===== config.mk =====
export PLATFORM = sky130hd
export DESIGN_NAME = load_c_sched_flat
export DESIGN_NICKNAME = d
export VERILOG_FILES = /design/src/rtl/load_c_pkg.sv /design/src/rtl/load_c_sched_if.sv /design/src/rtl/load_c_sched_rr_arbiter.sv /design/src/rtl/load_c_sched.sv /design/src/flat_wrapper.sv
export SDC_FILE = /design/constraint.sdc
export NUM_CORES = 1
export LEC_CHECK = 0
export ABC_AREA = 1
export BUFFER_PORTS_ARGS = -buffer_cell sky130_fd_sc_hd__buf_2
export CORE_MARGIN = 2
export CORE_UTILIZATION = 48
export CTS_BUF_LIST = sky130_fd_sc_hd__clkbuf_8 sky130_fd_sc_hd__clkbuf_16
export DETAILED_ROUTE_END_ITERATION = 16
export PLACE_DENSITY = 0.8
export SLEW_MARGIN = 15
export SYNTH_ARGS = -nofsm -noshare
export SYNTH_HDL_FRONTEND = slang
export SYNTH_SLANG_ARGS = --single-unit

===== constraint.sdc =====
create_clock -name clk -period 1.98 [get_ports clk]
set_input_delay 0.099 -clock clk [delete_from_list [all_inputs] [get_ports clk]]
set_output_delay 0.099 -clock clk [all_outputs]
set_load 0.02 [all_outputs]

===== src/rtl/load_c_pkg.sv =====
// rtl/load_c_pkg.sv - shared types and constants for the load_c scheduler
package load_c_pkg;

    localparam int CNT_W = 4;
    localparam logic [CNT_W-1:0] TERM_VAL = {CNT_W{1'b1}};
    localparam int DEF_NUM_REQ = 4;

    typedef enum logic [1:0] {
        IDLE = 2'd0,
        LOAD = 2'd1,
        RUN  = 2'd2
    } sched_state_t;

endpackage


===== src/rtl/load_c_sched_if.sv =====
// rtl/load_c_sched_if.sv - requester and counter signals around the load_c scheduler
// req/val/gnt/done : requester side (level request, packed start values, pulses back)
// busy             : a job owns the counter
// load/load_val    : to load_c.load_i / load_c.load_val_i
// count            : from load_c.count_o
interface load_c_sched_if #(
    parameter int NUM_REQ = 4,
    parameter int CNT_W   = 4
);
    logic [NUM_REQ-1:0]       req;
    logic [NUM_REQ*CNT_W-1:0] val;
    logic [NUM_REQ-1:0]       gnt;
    logic [NUM_REQ-1:0]       done;
    logic                     busy;
    logic                     load;
    logic [CNT_W-1:0]         load_val;
    logic [CNT_W-1:0]         count;

    // master: requesters plus the counter instance; slave: the scheduler
    modport master (output req, val, count, input gnt, done, busy, load, load_val);
    modport slave  (input req, val, count, output gnt, done, busy, load, load_val);
endinterface


===== src/rtl/load_c_sched_rr_arbiter.sv =====
// rtl/load_c_sched_rr_arbiter.sv - combinational round-robin arbiter
// req_i     : request vector
// rr_ptr_i  : index holding highest priority
// grant_o   : one-hot grant (zero when no request)
// winner_o  : index of the granted requester
// any_req_o : at least one request present
module rr_arbiter #(
    parameter  int NUM_REQ = 4,
    localparam int IDX_W   = $clog2(NUM_REQ)
) (
    input  logic [NUM_REQ-1:0] req_i,
    input  logic [IDX_W-1:0]   rr_ptr_i,
    output logic [NUM_REQ-1:0] grant_o,
    output logic [IDX_W-1:0]   winner_o,
    output logic               any_req_o
);

    int unsigned      idx;
    logic [IDX_W-1:0] idx_w;

    always_comb begin
        grant_o   = '0;
        winner_o  = '0;
        idx       = 0;
        idx_w     = '0;
        any_req_o = |req_i;
        // Scan from the farthest offset back toward rr_ptr so the closest
        // requester is the last one written and therefore wins.
        for (int i = NUM_REQ - 1; i >= 0; i--) begin
            idx   = (int'(rr_ptr_i) + i) % NUM_REQ;
            idx_w = IDX_W'(idx);
            if (req_i[idx_w]) begin
                winner_o = idx_w;
            end
        end
        if (any_req_o) begin
            grant_o[winner_o] = 1'b1;
        end
    end

endmodule


===== src/rtl/load_c_sched.sv =====
// rtl/load_c_sched.sv - round-robin owner scheduler for a shared load_c counter
// clk   : rising-edge clock
// reset : asynchronous active-high reset
// bus   : slave side of load_c_sched_if (requests in, grant/done/busy out,
//         load/load_val to the counter, count back from it); all outputs registered
module load_c_sched #(
    parameter int NUM_REQ = load_c_pkg::DEF_NUM_REQ,
    parameter int CNT_W   = load_c_pkg::CNT_W,
    parameter logic [CNT_W-1:0] TERM_VAL = {CNT_W{1'b1}}
) (
    input  logic           clk,
    input  logic           reset,
    load_c_sched_if.slave  bus
);
    import load_c_pkg::*;

    localparam int IDX_W = $clog2(NUM_REQ);

    sched_state_t       state_q, state_d;
    logic [IDX_W-1:0]   rr_ptr_q, rr_ptr_d;
    logic [IDX_W-1:0]   owner_q, owner_d;
    logic [NUM_REQ-1:0] gnt_q, gnt_d;
    logic [NUM_REQ-1:0] done_q, done_d;
    logic               busy_q, busy_d;
    logic               load_q, load_d;
    logic [CNT_W-1:0]   load_val_q, load_val_d;

    logic [NUM_REQ-1:0] grant;
    logic [IDX_W-1:0]   winner;
    logic               any_req;

    rr_arbiter #(.NUM_REQ(NUM_REQ)) u_arb (
        .req_i     (bus.req),
        .rr_ptr_i  (rr_ptr_q),
        .grant_o   (grant),
        .winner_o  (winner),
        .any_req_o (any_req)
    );

    always_comb begin
        state_d    = state_q;
        rr_ptr_d   = rr_ptr_q;
        owner_d    = owner_q;
        gnt_d      = '0;
        done_d     = '0;
        load_d     = 1'b0;
        load_val_d = load_val_q;
        case (state_q)
            IDLE: begin
                if (any_req) begin
                    state_d    = LOAD;
                    owner_d    = winner;
                    gnt_d      = grant;
                    load_d     = 1'b1;
                    load_val_d = bus.val[int'(winner)*CNT_W +: CNT_W];
                    // Last winner drops to lowest priority next time.
                    rr_ptr_d   = (winner == IDX_W'(NUM_REQ - 1)) ? '0 : winner + 1'b1;
                end
            end
            // Counter samples load here; requests are ignored until back in IDLE.
            LOAD: state_d = RUN;
            RUN: begin
                if (bus.count == TERM_VAL) begin
                    state_d         = IDLE;
                    done_d[owner_q] = 1'b1;
                end
            end
            default: state_d = IDLE;
        endcase
        busy_d = (state_d != IDLE);
    end

    always_ff @(posedge clk or posedge reset) begin
        if (reset) begin
            state_q    <= IDLE;
            rr_ptr_q   <= '0;
            owner_q    <= '0;
            gnt_q      <= '0;
            done_q     <= '0;
            busy_q     <= 1'b0;
            load_q     <= 1'b0;
            load_val_q <= '0;
        end else begin
            state_q    <= state_d;
            rr_ptr_q   <= rr_ptr_d;
            owner_q    <= owner_d;
            gnt_q      <= gnt_d;
            done_q     <= done_d;
            busy_q     <= busy_d;
            load_q     <= load_d;
            load_val_q <= load_val_d;
        end
    end

    assign bus.gnt      = gnt_q;
    assign bus.done     = done_q;
    assign bus.busy     = busy_q;
    assign bus.load     = load_q;
    assign bus.load_val = load_val_q;

endmodule


===== src/flat_wrapper.sv =====
// flat-port wrapper written by rule: the top's interface ports become plain ports
module load_c_sched_flat import load_c_pkg::*;
#(
    parameter int NUM_REQ = load_c_pkg::DEF_NUM_REQ,
    parameter int CNT_W   = load_c_pkg::CNT_W,
    parameter logic [CNT_W-1:0] TERM_VAL = {CNT_W{1'b1}}
)
  (clk, reset, bus_req, bus_val, bus_count, bus_gnt, bus_done, bus_busy, bus_load, bus_load_val);
  load_c_sched_if #(.NUM_REQ(NUM_REQ), .CNT_W(CNT_W)) bus_i ();
  input  logic clk;
  input  logic reset;
  input wire logic [$bits(bus_i.req)-1:0] bus_req;
  input wire logic [$bits(bus_i.val)-1:0] bus_val;
  input wire logic [$bits(bus_i.count)-1:0] bus_count;
  output wire logic [$bits(bus_i.gnt)-1:0] bus_gnt;
  output wire logic [$bits(bus_i.done)-1:0] bus_done;
  output wire logic [$bits(bus_i.busy)-1:0] bus_busy;
  output wire logic [$bits(bus_i.load)-1:0] bus_load;
  output wire logic [$bits(bus_i.load_val)-1:0] bus_load_val;
  assign bus_i.req = bus_req;
  assign bus_i.val = bus_val;
  assign bus_i.count = bus_count;
  assign bus_gnt = bus_i.gnt;
  assign bus_done = bus_i.done;
  assign bus_busy = bus_i.busy;
  assign bus_load = bus_i.load;
  assign bus_load_val = bus_i.load_val;
  load_c_sched #(.NUM_REQ(NUM_REQ), .CNT_W(CNT_W), .TERM_VAL(TERM_VAL)) u_core (.clk(clk), .reset(reset), .bus(bus_i));
endmodule

==> flow_summary_export.csv <==
group,metric,value,unit
outcome,status,"completed",
pwr,power_density,1740,nW/um2
finish,n_antenna_cell,0,
pwr,ir_drop,0.927,mV
clocking,cts-root-buf,"clkbuf_8",
floorplanning,placementRows,17,
finish,utilization,0.647,
timing,finClkSkew,0.00666,ns
detailed_routing,wl_met2,1220,um
floorplanning,die_area,2760,um2
timing,worst_pin_slew,0.730,ns
synthesis,synth_area_per_cell,7.31,um2
clocking,clk_path_buf_depth,2,
timing,rsz0062_at_grt,"false",
detailed_routing,firstDrtPassIters,4,
timing,fmax,551,MHz
timing,hold_violations,0,
clocking,numCtsBuffers,3,
grt,gr-total-overflow,0,
detailed_routing,drt_wl_total,2440,um
detailed_routing,via_count,1089,
synthesis,syn_inst,155,
detailed_routing,drc,0,
synthesis,synth_cell_types,17,
worst_setup_path,worstPathRequired,2.11,ns
detailed_routing,wire_per_inst,10.8,um
detailed_routing,drtIter0Drc,25,
timing,slew_headroom,0.513,
grt,grt_max_degree,21,
synthesis,synthFlopType,"dfrtp_1",
clocking,clock-sinks,20,
finish,syn2layout_area_growth,26.4,%
synthesis,synth_seq_cells,20,
worst_hold_path,hold_path.class,"primary input to flip-flop",
clocking,h-tree-depth,1,
clocking,clk_latency,0.25,ns
grt,first_global_vias,1039,
synthesis,synth_edf_count,0,
synthesis,syn_area,1130,um2
finish,drive_gt1_frac,0.271,
detailed_routing,m1WireLength,986,um
detailed_routing,ant_nets,0,
floorplanning,ios,40,
floorplanning,dieHeight,52.6,um
grt,grt_pass1_wl,4150,um
synthesis,yosysSeqAreaShare,0.442,
clocking,cts_tree,"done",
timing,slew_violations,0,
detailed_routing,dr_wl_met3,205,um
worst_setup_path,crit_fanout,11,
worst_setup_path,crit_arrival,1.95,ns
floorplanning,die_x,52.6,um
clocking,clk_pin_slew,0.07,ns
detailed_routing,viasPerCell,4.80,
timing,setup_violations,0,
placement,dp_hpwl,1900,um
placement,portBuffers,39,
placement,gp_congestion,0.773,
finish,nFillCells,206,
synthesis,synthArstFlopShare,1.00,
floorplanning,start_util,0.512,
timing,finalCritPeriodShare,0.917,
finish,nets,228,
synthesis,synth_warnings,0,
worst_setup_path,start_kind,"flip-flop",
timing,fin_crit,1.82,ns
floorplanning,fp.coreArea,2210,um2
grt,antenna_found_initial,0,
timing,setup-tns-final,0,ns
synthesis,synth_nets,183,
grt,track_usage,0.200,
pwr,p_leak,0.877,nW
worst_setup_path,path_class,"flip-flop to flip-flop",
worst_setup_path,crit_path_end_kind,"flip-flop",
flow_run,drv_cap,0,
detailed_routing,topRoutingLayerUsed,"met4",
power by group:
group / switching, W / internal [W] / leakage (nW)
Combinational: 0.000925 / 0.000495 / 0.586
Sequential: 0.000103 / 0.000565 / 0.255
Clock: 0.000130 / 0.000269 / 0.0357
Total: 0.00116 / 0.00133 / 0.877
metrics by stage:
step | cell area (um2) | setup WS, ns | cells | hold slack (ns) | total power, W
final | 1430 | 0.164 | 227 | 0.103 | 0.00249
after global routing | 1430 | 0.0467 | 227 | 0.139 | 0.00274
after CTS | 1430 | 0.101 | 227 | 0.103 | 0.00250
after detailed placement | 1350 | 0.121 | 222 | 0.260 | 0.00209
after global placement | 1350 | 0.232 | 222 | 0.240 | 0.00203
after floorplan | 1130 | 0.234 | 155 | 0.0628 | 0.00179
cells in the final DEF (no fill, tap or decap):
cell type / Yosys / routed
dlygate4sd3_1: 0 / 1
ha_1: 2 / 2
dfrtp_1: 20 / 19
nand2_2: 4 / 4
nor4_1: 5 / 5
nand3_1: 22 / 22
dfrtp_2: 0 / 1
o21ai_1: 1 / 1
bufinv_16: 0 / 1
buf_4: 0 / 3
nor2_1: 7 / 7
nand3_2: 2 / 2
nand2_1: 45 / 45
buf_2: 0 / 39
xnor2_1: 1 / 1
clkbuf_8: 1 / 3
nand4_1: 1 / 1
a21oi_1: 2 / 2
or2_2: 1 / 1
o21ai_0: 5 / 5
inv_1: 34 / 34
synthesized netlist by cell type (2+ instances only):
cell	instances	area, um2
nor4_1	5	31.3
nand3_2	2	20.0
dfrtp_1	20	500
ha_1	2	25.0
buf_6	2	22.5
o21ai_0	5	25.0
a21oi_1	2	10.0
inv_1	34	128
nand2_1	45	169
nor2_1	7	26.3
nand3_1	22	110
nand2_2	4	25.0
layer usage:
| metal | up-vias | global-route usage |
|---|---|---|
| li1 | 562 | - |
| met1 | 471 | 0.229 |
| met2 | 54 | 0.373 |
| met3 | 2 | 0.0286 |
| met4 | 0 | 0.0726 |
| met5 | - | 0 |
layout make-up:
type | count | area, um2 | share of cell area
clock inverters | 1 | 30.0 | 0.0210
flip-flops and latches | 20 | 502 | 0.351
repair buffers | 43 | 228 | 0.159
clock buffers | 3 | 41.3 | 0.0288
multi-input cells | 98 | 468 | 0.327
inverters | 34 | 128 | 0.0892
well taps | 28 | 35.0 | 0.0245
state kept, by name (all words and copies together), names as in the netlist:
| signal | flops |
|---|---|
| u_core.owner_q | 2 |
| u_core.rr_ptr_q | 2 |
| u_core.bus.load | 1 |
| u_core.bus.load_val | 4 |
| u_core.bus.done | 4 |
| u_core.state_q | 2 |
| u_core.bus.gnt | 4 |
| u_core.bus.busy | 1 |
critical path, stage by stage (launching register included):
cell and delay [ns]:
dfrtp_2 0.49, inv_1 0.13, nand2_1 0.08, nand3_1 0.12
nand2_1 0.07, inv_1 0.10, nand2_2 0.06, nand2_2 0.07
nand2_2 0.14, ha_1 0.32, nand2_1 0.06, o21ai_0 0.07
worst paths after layout:
path / startpoint / to / slack (ns) / cells past startpoint
setup / recovery: u_core.rr_ptr_q[0] / u_core.rr_ptr_q[1] / 0.16 / 11
hold / removal: bus_req[1] / u_core.state_q[0] / 0.10 / 3
setup reg to reg: u_core.rr_ptr_q[0] / u_core.rr_ptr_q[1] / 0.16 / 11
hold reg to reg: u_core.owner_q[1] / u_core.bus.done[0] / 0.47 / 1
max in group asynchronous: reset / u_core.rr_ptr_q[0] / 0.97 / 3
min in group asynchronous: reset / u_core.bus.done[1] / 0.50 / 3
cells by family after synthesis:
| group | synth area share |
|---|---|
| AO/OA/AOI/OAI | 0.0354 |
| XOR/XNOR | 0.00774 |
| buffers and inverters | 0.145 |
| flip-flops | 0.442 |
| adder cells (fa/ha/maj) | 0.0221 |
| AND/OR/NAND/NOR | 0.348 |
what timing repair did:
item / CTS / global route
setup endpoints to repair: 0 / 4
buffers inserted: 0 / 0
gates resized for setup: 0 / 1
hold buffers: 1 / 0
endpoints found under the hold margin: 20 / 0
Power figures use the tool's default switching activity.
